==> config.mk <==
export PLATFORM = sky130hd
export DESIGN_NAME = soc_mgmt_syscfg_apb_arb
export DESIGN_NICKNAME = d
export VERILOG_FILES = /design/src/rtl/soc_mgmt_syscfg_apb_arb.sv
export SDC_FILE = /design/constraint.sdc
export NUM_CORES = 1
export LEC_CHECK = 0
export BUFFER_PORTS_ARGS = -buffer_cell sky130_fd_sc_hd__buf_4
export CORE_AREA = 4 4 107 109
export CTS_BUF_LIST = sky130_fd_sc_hd__clkbuf_16
export DETAILED_ROUTE_END_ITERATION = 8
export DIE_AREA = 0 0 111 113
export HOLD_SLACK_MARGIN = 0.03
export PLACE_DENSITY = 0.72
export SLEW_MARGIN = 0
export SYNTH_ARGS = -nofsm -noshare
export SYNTH_HDL_FRONTEND = slang
export SYNTH_SLANG_ARGS = --single-unit
==> constraint.sdc <==
create_clock -name i_clk -period 1.95 [get_ports i_clk]
set_input_delay 0.0975 -clock i_clk [delete_from_list [all_inputs] [get_ports i_clk]]
set_output_delay 0.0975 -clock i_clk [all_outputs]
set_load 0.02 [all_outputs]
==> src/rtl/soc_mgmt_syscfg_apb_arb.sv <==
// Two-manager round-robin APB arbiter feeding the shared syscfg subordinate port.
// Optional macro SOC_MGMT_SYSCFG_APB_ARB_TIMEOUT_EN adds an ACCESS-phase timeout that completes with an error.
module soc_mgmt_syscfg_apb_arb #(
    parameter int PAW            = 19,
    parameter int PDW            = 32,
    parameter int TIMEOUT_CYCLES = 1024
) (
    input  logic                    i_clk,
    input  logic                    i_rst,
    input  logic [1:0]              i_m_psel,
    input  logic [1:0]              i_m_penable,
    input  logic [1:0]              i_m_pwrite,
    input  logic [1:0][PAW-1:0]     i_m_paddr,
    input  logic [1:0][PDW-1:0]     i_m_pwdata,
    input  logic [1:0][PDW/8-1:0]   i_m_pstrb,
    output logic [1:0]              o_m_pready,
    output logic [1:0]              o_m_pslverr,
    output logic [1:0][PDW-1:0]     o_m_prdata,
    output logic                    o_s_psel,
    output logic                    o_s_penable,
    output logic                    o_s_pwrite,
    output logic [PAW-1:0]          o_s_paddr,
    output logic [PDW-1:0]          o_s_pwdata,
    output logic [PDW/8-1:0]        o_s_pstrb,
    input  logic                    i_s_pready,
    input  logic                    i_s_pslverr,
    input  logic [PDW-1:0]          i_s_prdata,
    output logic [1:0]              o_dbg_state
);

    localparam int          SW      = PDW / 8;
    localparam logic [15:0] TO_LAST = 16'(TIMEOUT_CYCLES - 1);

    typedef enum logic [1:0] {
        ST_IDLE   = 2'd0,
        ST_SETUP  = 2'd1,
        ST_ACCESS = 2'd2
    } state_e;

    state_e         state_q;
    logic           gnt_q;
    logic           last_q;
    logic           win_d;
    logic           psel_q;
    logic           penable_q;
    logic           pwrite_q;
    logic [PAW-1:0] paddr_q;
    logic [PDW-1:0] pwdata_q;
    logic [SW-1:0]  pstrb_q;
    logic           xfer_ok;
    logic           timeout_hit;
    logic           xfer_done;
    logic           unused_penable;

    // Manager penable only qualifies the manager's own phase; the grant is taken from psel alone.
    assign unused_penable = ^i_m_penable;

    // Contention goes to the manager that was not granted last; a lone requester always wins.
    always_comb begin
        win_d = 1'b0;
        if (i_m_psel == 2'b11) begin
            win_d = ~last_q;
        end else if (i_m_psel[1]) begin
            win_d = 1'b1;
        end
    end

    assign xfer_ok = (state_q == ST_ACCESS) && i_s_pready;

`ifdef SOC_MGMT_SYSCFG_APB_ARB_TIMEOUT_EN
    logic [15:0] to_cnt_q;

    // Counts ACCESS cycles without pready; a pready in the final cycle still wins.
    assign timeout_hit = (state_q == ST_ACCESS) && !i_s_pready && (to_cnt_q == TO_LAST);

    always_ff @(posedge i_clk or posedge i_rst) begin
        if (i_rst) begin
            to_cnt_q <= '0;
        end else if (state_q == ST_SETUP) begin
            to_cnt_q <= '0;
        end else if ((state_q == ST_ACCESS) && !i_s_pready) begin
            to_cnt_q <= to_cnt_q + 16'd1;
        end
    end
`else
    logic unused_timeout;

    assign timeout_hit    = 1'b0;
    assign unused_timeout = ^TO_LAST;
`endif

    assign xfer_done = xfer_ok | timeout_hit;

    // Handshake: a transfer completes in the single ACCESS cycle where the subordinate
    // (or the timeout) signals ready; only the granted manager sees pready/pslverr/prdata,
    // and only while it still holds psel, so an abandoned request gets no response.
    always_comb begin
        o_m_pready  = '0;
        o_m_pslverr = '0;
        o_m_prdata  = '0;
        if (xfer_done && i_m_psel[gnt_q]) begin
            o_m_pready[gnt_q]  = 1'b1;
            o_m_pslverr[gnt_q] = timeout_hit | i_s_pslverr;
            o_m_prdata[gnt_q]  = xfer_ok ? i_s_prdata : '0;
        end
    end

    always_ff @(posedge i_clk or posedge i_rst) begin
        if (i_rst) begin
            state_q   <= ST_IDLE;
            gnt_q     <= 1'b0;
            last_q    <= 1'b1;
            psel_q    <= 1'b0;
            penable_q <= 1'b0;
            pwrite_q  <= 1'b0;
            paddr_q   <= '0;
            pwdata_q  <= '0;
            pstrb_q   <= '0;
        end else begin
            case (state_q)
                ST_IDLE: begin
                    if (|i_m_psel) begin
                        state_q   <= ST_SETUP;
                        gnt_q     <= win_d;
                        last_q    <= win_d;
                        psel_q    <= 1'b1;
                        penable_q <= 1'b0;
                        pwrite_q  <= i_m_pwrite[win_d];
                        paddr_q   <= i_m_paddr[win_d];
                        pwdata_q  <= i_m_pwdata[win_d];
                        pstrb_q   <= i_m_pstrb[win_d];
                    end
                end
                ST_SETUP: begin
                    state_q   <= ST_ACCESS;
                    penable_q <= 1'b1;
                end
                ST_ACCESS: begin
                    if (xfer_done) begin
                        state_q   <= ST_IDLE;
                        psel_q    <= 1'b0;
                        penable_q <= 1'b0;
                    end
                end
                default: begin
                    state_q   <= ST_IDLE;
                    psel_q    <= 1'b0;
                    penable_q <= 1'b0;
                end
            endcase
        end
    end

    assign o_s_psel    = psel_q;
    assign o_s_penable = penable_q;
    assign o_s_pwrite  = pwrite_q;
    assign o_s_paddr   = paddr_q;
    assign o_s_pwdata  = pwdata_q;
    assign o_s_pstrb   = pstrb_q;
    assign o_dbg_state = state_q;

endmodule
==> metrics.yaml, run 1 <==
status:
  status: "finished, final reports clean"
logic_synthesis:
  synth_nets: 425
  synth_cells: 273
  yosys_register_bits: 61
  avgSynthCellArea_um2: 13.7
  yosys_warnings: 0
  synth.distinct_cells: 18
  synth-seq-area-share: 0.409
  syn_area_mm2: 0.00374
job:
  max_cap_viol_count: 0
timing:
  skew_ns: 0.00686
  fin_crit_sh: 0.930
  finalWorstSetupSlack_ns: 0.137
  tightest_slew_ns: 0.673
  setup_viol: 0
  fin_crit_ns: 1.81
  rsz0062_at_grt: "false"
  fmax_mhz: 552
  relSlewSlack: 0.551
  drv_slew: 0
  fin_setup_tns_ns: 0
  hold_violations: 0
die:
  die_w_um: 111
  dieArea_mm2: 0.0125
  start_util: 0.352
  die_h_um: 113
  core_area_mm2: 0.0106
  ioPinCount: 280
  rows: 38
cells_and_area:
  drive_gt1_frac: 0.759
  stdcell_area_mm2: 0.00633
  nFillCells: 840
  syn_to_final_growth_pct: 69.4
  n_antenna_cell: 0
  instances_no_fill: 695
  nets: 702
place:
  dp_slack_ns: 0.288
  gp_congestion: 0.923
  place_area_mm2: 0.00599
  portBuffers: 277
  dpl.hpwl_um: 9610
  dpl.cell_count: 678
detailed_routing:
  vias: 3123
  antenna_left: 0
  drt_iter0_drc: 117
  firstDrtPassIters: 4
  wl_per_cell_um: 16.8
  wl_um: 11700
  drc: 0
  viasPerCell: 4.49
worst_setup_path:
  critPathTopFamily: "simple AND/OR/NAND/NOR gates"
  start_kind: "flip-flop"
  max_stage_delay_ns: 0.45
  slowest_stage: "dfrtp_1"
  crit_type: "reg2out"
  cp_data_arrival_time_ns: 1.72
  end_kind: "output pin"
  cp_max_fo: 24
  critPathRequiredTime_ns: 1.85
  crit_path_cell_trace: "and3b_1, and3_1, buf_6, and2_1, buf_4"
  crit_buf_inv: 2
worst_hold_path:
  hp-class: "in2reg"
clock_network:
  cts_setup_buffers: 0
  cts_buffer_depth: 2
  cts_tree: "yes"
  clock_latency_ns: 0.32
  clock-sinks: 61
  path_clk_slew_ns: 0.06
  numCtsBuffers: 9
  cts_root_buf: "clkbuf_16"
  htree_levels: 3
global_routing:
  grt_overflow_total: 0
  grt_max_degree: 60
  grt_pass1_wl_um: 18100
  grt_usage: 0.183
  antenna_found_initial: 0
  grt_pass1_vias: 3347
pwr:
  power.static_leakage_nw: 3.34
  max-vdd-ir-drop_mv: 0.758
  total_power_mw: 8.57
  p_per_area_mw_per_mm2: 1350
what timing repair did:
item	CTS	global route
hold endpoints to repair	29	0
setup endpoints to repair	0	2
resized for setup	0	2
hold buffers	1	0
report_power, final:
part | switching [mW] | internal [mW]
Clock | 0.578 | 1.12
Sequential | 0.398 | 1.94
Combinational | 2.04 | 2.49
Total | 3.02 | 5.56
layer usage:
metal	global-route usage	share of wire	vias up
met5	0	0	-
met4	0.0755	0.031	0
met3	0.0524	0.067	20
met2	0.342	0.55	153
met1	0.191	0.35	1459
li1	-	-	1491
per-stage QoR:
| stage | utilization | hold WS (ns) |
|---|---|---|
| 2_1_floorplan | - | 0.326 |
| 3_3_place_gp | 0.565 | 0.250 |
| 3_5_place_dp | 0.565 | 0.271 |
| 4_1_cts | 0.596 | 0.113 |
| 5_1_grt | 0.597 | 0.119 |
| 6_report | 0.597 | 0.127 |
cells in the final DEF, fill, tap and decap left out, types with 2 or more instances in the layout:
cell,count
nor2_1,2
bufinv_16,2
and2_1,66
buf_4,280
mux2_4,80
buf_12,4
mux2_2,35
and3b_1,2
clkinv_4,2
clkbuf_16,9
dfrtp_1,59
synthesized netlist by cell type:
| cell | n | area, um2 |
|---|---|---|
| mux2_4 | 80 | 1200 |
| and2_1 | 66 | 413 |
| dfrtp_1 | 60 | 1500 |
| mux2_2 | 35 | 394 |
| buf_2 | 7 | 35.0 |
| clkbuf_1 | 7 | 26.3 |
| buf_6 | 5 | 56.3 |
| and3b_1 | 2 | 17.5 |
| nor2_1 | 2 | 7.51 |
| a21bo_2 | 1 | 10.0 |
| a21boi_0 | 1 | 7.51 |
| a21o_1 | 1 | 7.51 |
| and3_1 | 1 | 6.26 |
| buf_4 | 1 | 7.51 |
| dfstp_2 | 1 | 26.3 |
| inv_1 | 1 | 3.75 |
| nor3_2 | 1 | 10.0 |
| o21ai_0 | 1 | 5.00 |
area by class of cell:
type / count / area (um2) / share of cell area
Inverter: 1 / 3.75 / 0.000593
Clock inverter: 7 / 98.8 / 0.0156
Tap cell: 140 / 175 / 0.0277
Multi-Input combinational cell: 191 / 2090 / 0.331
Sequential cell: 61 / 1530 / 0.242
Timing Repair Buffer: 286 / 2200 / 0.348
Clock buffer: 9 / 225 / 0.0356
flip-flops by register name (all words and copies together), names as in the netlist:
name	count
gnt_q	1
last_q	1
o_dbg_state	2
o_s_paddr	19
o_s_psel	1
o_s_pstrb	4
o_s_pwdata	32
o_s_pwrite	1
worst register-to-register path: stages (launching register included):
cell and delay [ns]:
dfstp_2 0.54, a21bo_4 0.16, buf_12 0.23, mux2_4 0.36, mux2_4 0.26
cell families (layout without fill, tap and decap cells):
family	count (synthesis)	count (layout)	share of synthesized area
flip-flops	61	61	0.409
multiplexers	115	115	0.427
AO/OA/AOI/OAI	4	4	0.00804
AND/OR/NAND/NOR	72	72	0.122
buffers and inverters	21	303	0.0345
final timing paths:
check	startpoint	end	slack, ns	cells after the start
min in group asynchronous	i_rst	o_s_paddr[0]	0.45	3
hold / removal	i_m_pwdata[51]	o_s_pwdata[19]	0.13	3
hold reg to reg	o_s_psel	o_s_psel	0.48	1
setup / recovery	o_dbg_state[0]	o_m_prdata[47]	0.14	5
max in group asynchronous	i_rst	o_s_pwrite	0.91	4
setup reg to reg	last_q	o_s_pwdata[8]	0.29	4
Note: power is estimated with default switching activity, not from simulation.
==> run 2, diff against run 1 <==
Settings changed: CELL_PAD_IN_SITES_DETAIL_PLACEMENT from default to 0, CELL_PAD_IN_SITES_GLOBAL_PLACEMENT from default to 2, CORE_AREA 4 4 107 109 to default, CORE_MARGIN from default to 4, CORE_UTILIZATION from default to 23, DIE_AREA 0 0 111 113 to default, PLACE_DENSITY 0.72 to default, PLACE_DENSITY_LB_ADDON from default to 0.1.
==> run 2 against run 1 <==
- clock-buffer cell count unchanged
- sequential power about the same
- design area increased by 1.2%
- global-route usage decreased by 5.4 points
- critical path type unchanged
- highest routed layer unchanged
==> metrics.yaml, run 2 (same netlist as run 1, synthesis figures left out) <==
status:
  status: "finished, final reports clean"
clock_network:
  numCtsBuffers: 9  # unchanged
  cts_tree: "yes"
  cts_buffer_depth: 2  # unchanged
  clock_latency_ns: 0.33  # about the same
  path_clk_slew_ns: 0.06  # about the same
  cts_setup_buffers: 0  # unchanged
  clock-sinks: 61  # unchanged
  cts_root_buf: "clkbuf_16"
  htree_levels: 3  # unchanged
timing:
  hold_violations: 0  # unchanged
  tightest_slew_ns: 0.549  # -0.124 ns
  relSlewSlack: 0.633  # +0.0828
  fmax_mhz: 551  # about the same
  fin_crit_sh: 0.930  # about the same
  rsz0062_at_grt: "false"
  skew_ns: 0.00533  # -0.00153 ns
  drv_slew: 0  # unchanged
  setup_viol: 0  # unchanged
  fin_setup_tns_ns: 0  # unchanged
  fin_crit_ns: 1.81  # +0.00167 ns
cells_and_area:
  n_antenna_cell: 0  # unchanged
  syn_to_final_growth_pct: 71.5
  final_cell_mix: "279 x buf_4, 80 x mux2_4, 66 x and2_1, 59 x dfrtp_1, 35 x mux2_2"
  nets: 703  # +0.14%
  final_common_cell: "buf_4"
  drive_gt1_frac: 0.754  # -0.00496
  largest_register_ffs: 32  # unchanged
place:
  dpl.hpwl_um: 9850  # +2.5%
  gp_congestion: 0.678  # -27%
  portBuffers: 277  # unchanged
global_routing:
  grt_max_degree: 40  # -33%
  grt_pass1_vias: 3268  # -2.4%
  antenna_found_initial: 0  # unchanged
  grt_usage: 0.128  # -0.0543
  grt_overflow_total: 0  # unchanged
  grt_pass1_wl_um: 18000  # -0.69%
detailed_routing:
  drc: 0  # unchanged
  wl_um: 12500  # +6.5%
  wl_per_cell_um: 16.1  # -4.1%
  antenna_left: 0  # unchanged
  vias: 3112  # -0.35%
  firstDrtPassIters: 4  # unchanged
  drt_iter0_drc: 52  # -56%
  viasPerCell: 4.03  # -10%
pwr:
  max-vdd-ir-drop_mv: 0.545  # -28%
  p_per_area_mw_per_mm2: 1320  # -2.8%
  total_power_mw: 8.44  # -1.6%
  power.static_leakage_nw: 3.34  # about the same
die:
  start_util: 0.235  # -0.117
  rows: 46  # +21%
  die_h_um: 135  # +20%
  ioPinCount: 280  # unchanged
  die_w_um: 135  # +22%
  core_area_mm2: 0.0159  # +50%
  dieArea_mm2: 0.0183  # +46%
worst_setup_path:
  r2r_slack_ns: 0.19  # -0.10 ns
  cp_max_fo: 19  # -21%
  reg2reg_depth: 4  # unchanged
  end_kind: "output pin"
  critPathRequiredTime_ns: 1.85  # about the same
  worst_r2r_endpoint: "o_s_paddr[8]"
  timing.rr.start: "last_q"
  crit_type: "reg2out"
  start_kind: "flip-flop"
  cp_data_arrival_time_ns: 1.72  # about the same
worst_hold_path:
  min-delay-start: "i_m_pstrb[6]"
  hp-class: "in2reg"
  hold_path_depth: 3  # unchanged
  holdPathEnd: "o_s_pstrb[2]"
job:
  max_cap_viol_count: 0  # unchanged
-- run 2: worst max path at each step --
stage	depth (start not counted)	from	end	slack [ns]
2_1_floorplan	5	o_dbg_state[0]	o_m_prdata[54]	0.18
3_3_place_gp	4	last_q	o_s_pwdata[7]	0.18
3_5_place_dp	4	last_q	o_s_paddr[16]	0.17
4_1_cts	5	o_dbg_state[1]	o_m_prdata[1]	0.03
5_1_grt	5	o_dbg_state[0]	o_m_prdata[1]	0.01
6_report	5	o_dbg_state[0]	o_m_prdata[1]	0.14
-- run 2: repair_timing --
action | CTS | global route
endpoints found under the hold margin | 21 | 0
setup endpoints to repair | 0 | 22
hold buffers | 1 | 0
gates resized for setup | 0 | 3
-- run 2: metal layers --
metal  routed length, um  GRT usage  vias to the layer above
met4                 195     0.0398                        0
met2                6580      0.232                      153
met3                1400     0.0658                       13
li1                    -          -                     1489
met5                   0          0                        -
met1                4290      0.128                     1457
-- run 2: where the power goes --
part	total, mW	leakage (nW)	switching, mW	internal (mW)
Clock	1.54	0.145	0.569	0.969
Sequential	2.34	0.710	0.397	1.94
Combinational	4.56	2.48	2.04	2.53
Total	8.44	3.34	3.00	5.44
-- run 2: area by class of cell --
type                    instances  area, um2
inverters                       1       3.75
clock buffers                   9        225
clock inverters                 7       58.8
multi-input cells             191       2090
flip-flops and latches         61       1530
fillers                      1607       9480
repair buffers                287       2230
well taps                     216        270
-- run 2: critical path: stages (launching register included) --
cell and delay [ns]:
dfrtp_1 0.44, and3b_1 0.26, and3b_1 0.21, buf_6 0.18, and2_1 0.15, buf_4 0.15
-- run 2: stage by stage --
| step | utilization | hold WS (ns) | instance area [um2] | instances | worst slack [ns] |
|---|---|---|---|---|---|
| 6_report | 0.403 | 0.117 | 6410 | 772 | 0.136 |
| 5_1_grt | 0.403 | 0.0994 | 6410 | 772 | 0.0106 |
| 4_1_cts | 0.403 | 0.0996 | 6400 | 772 | 0.0320 |
| 3_5_place_dp | 0.384 | 0.195 | 6100 | 755 | 0.166 |
| 3_3_place_gp | 0.384 | 0.187 | 6100 | 755 | 0.181 |
| 2_1_floorplan | - | 0.326 | 3740 | 273 | 0.182 |
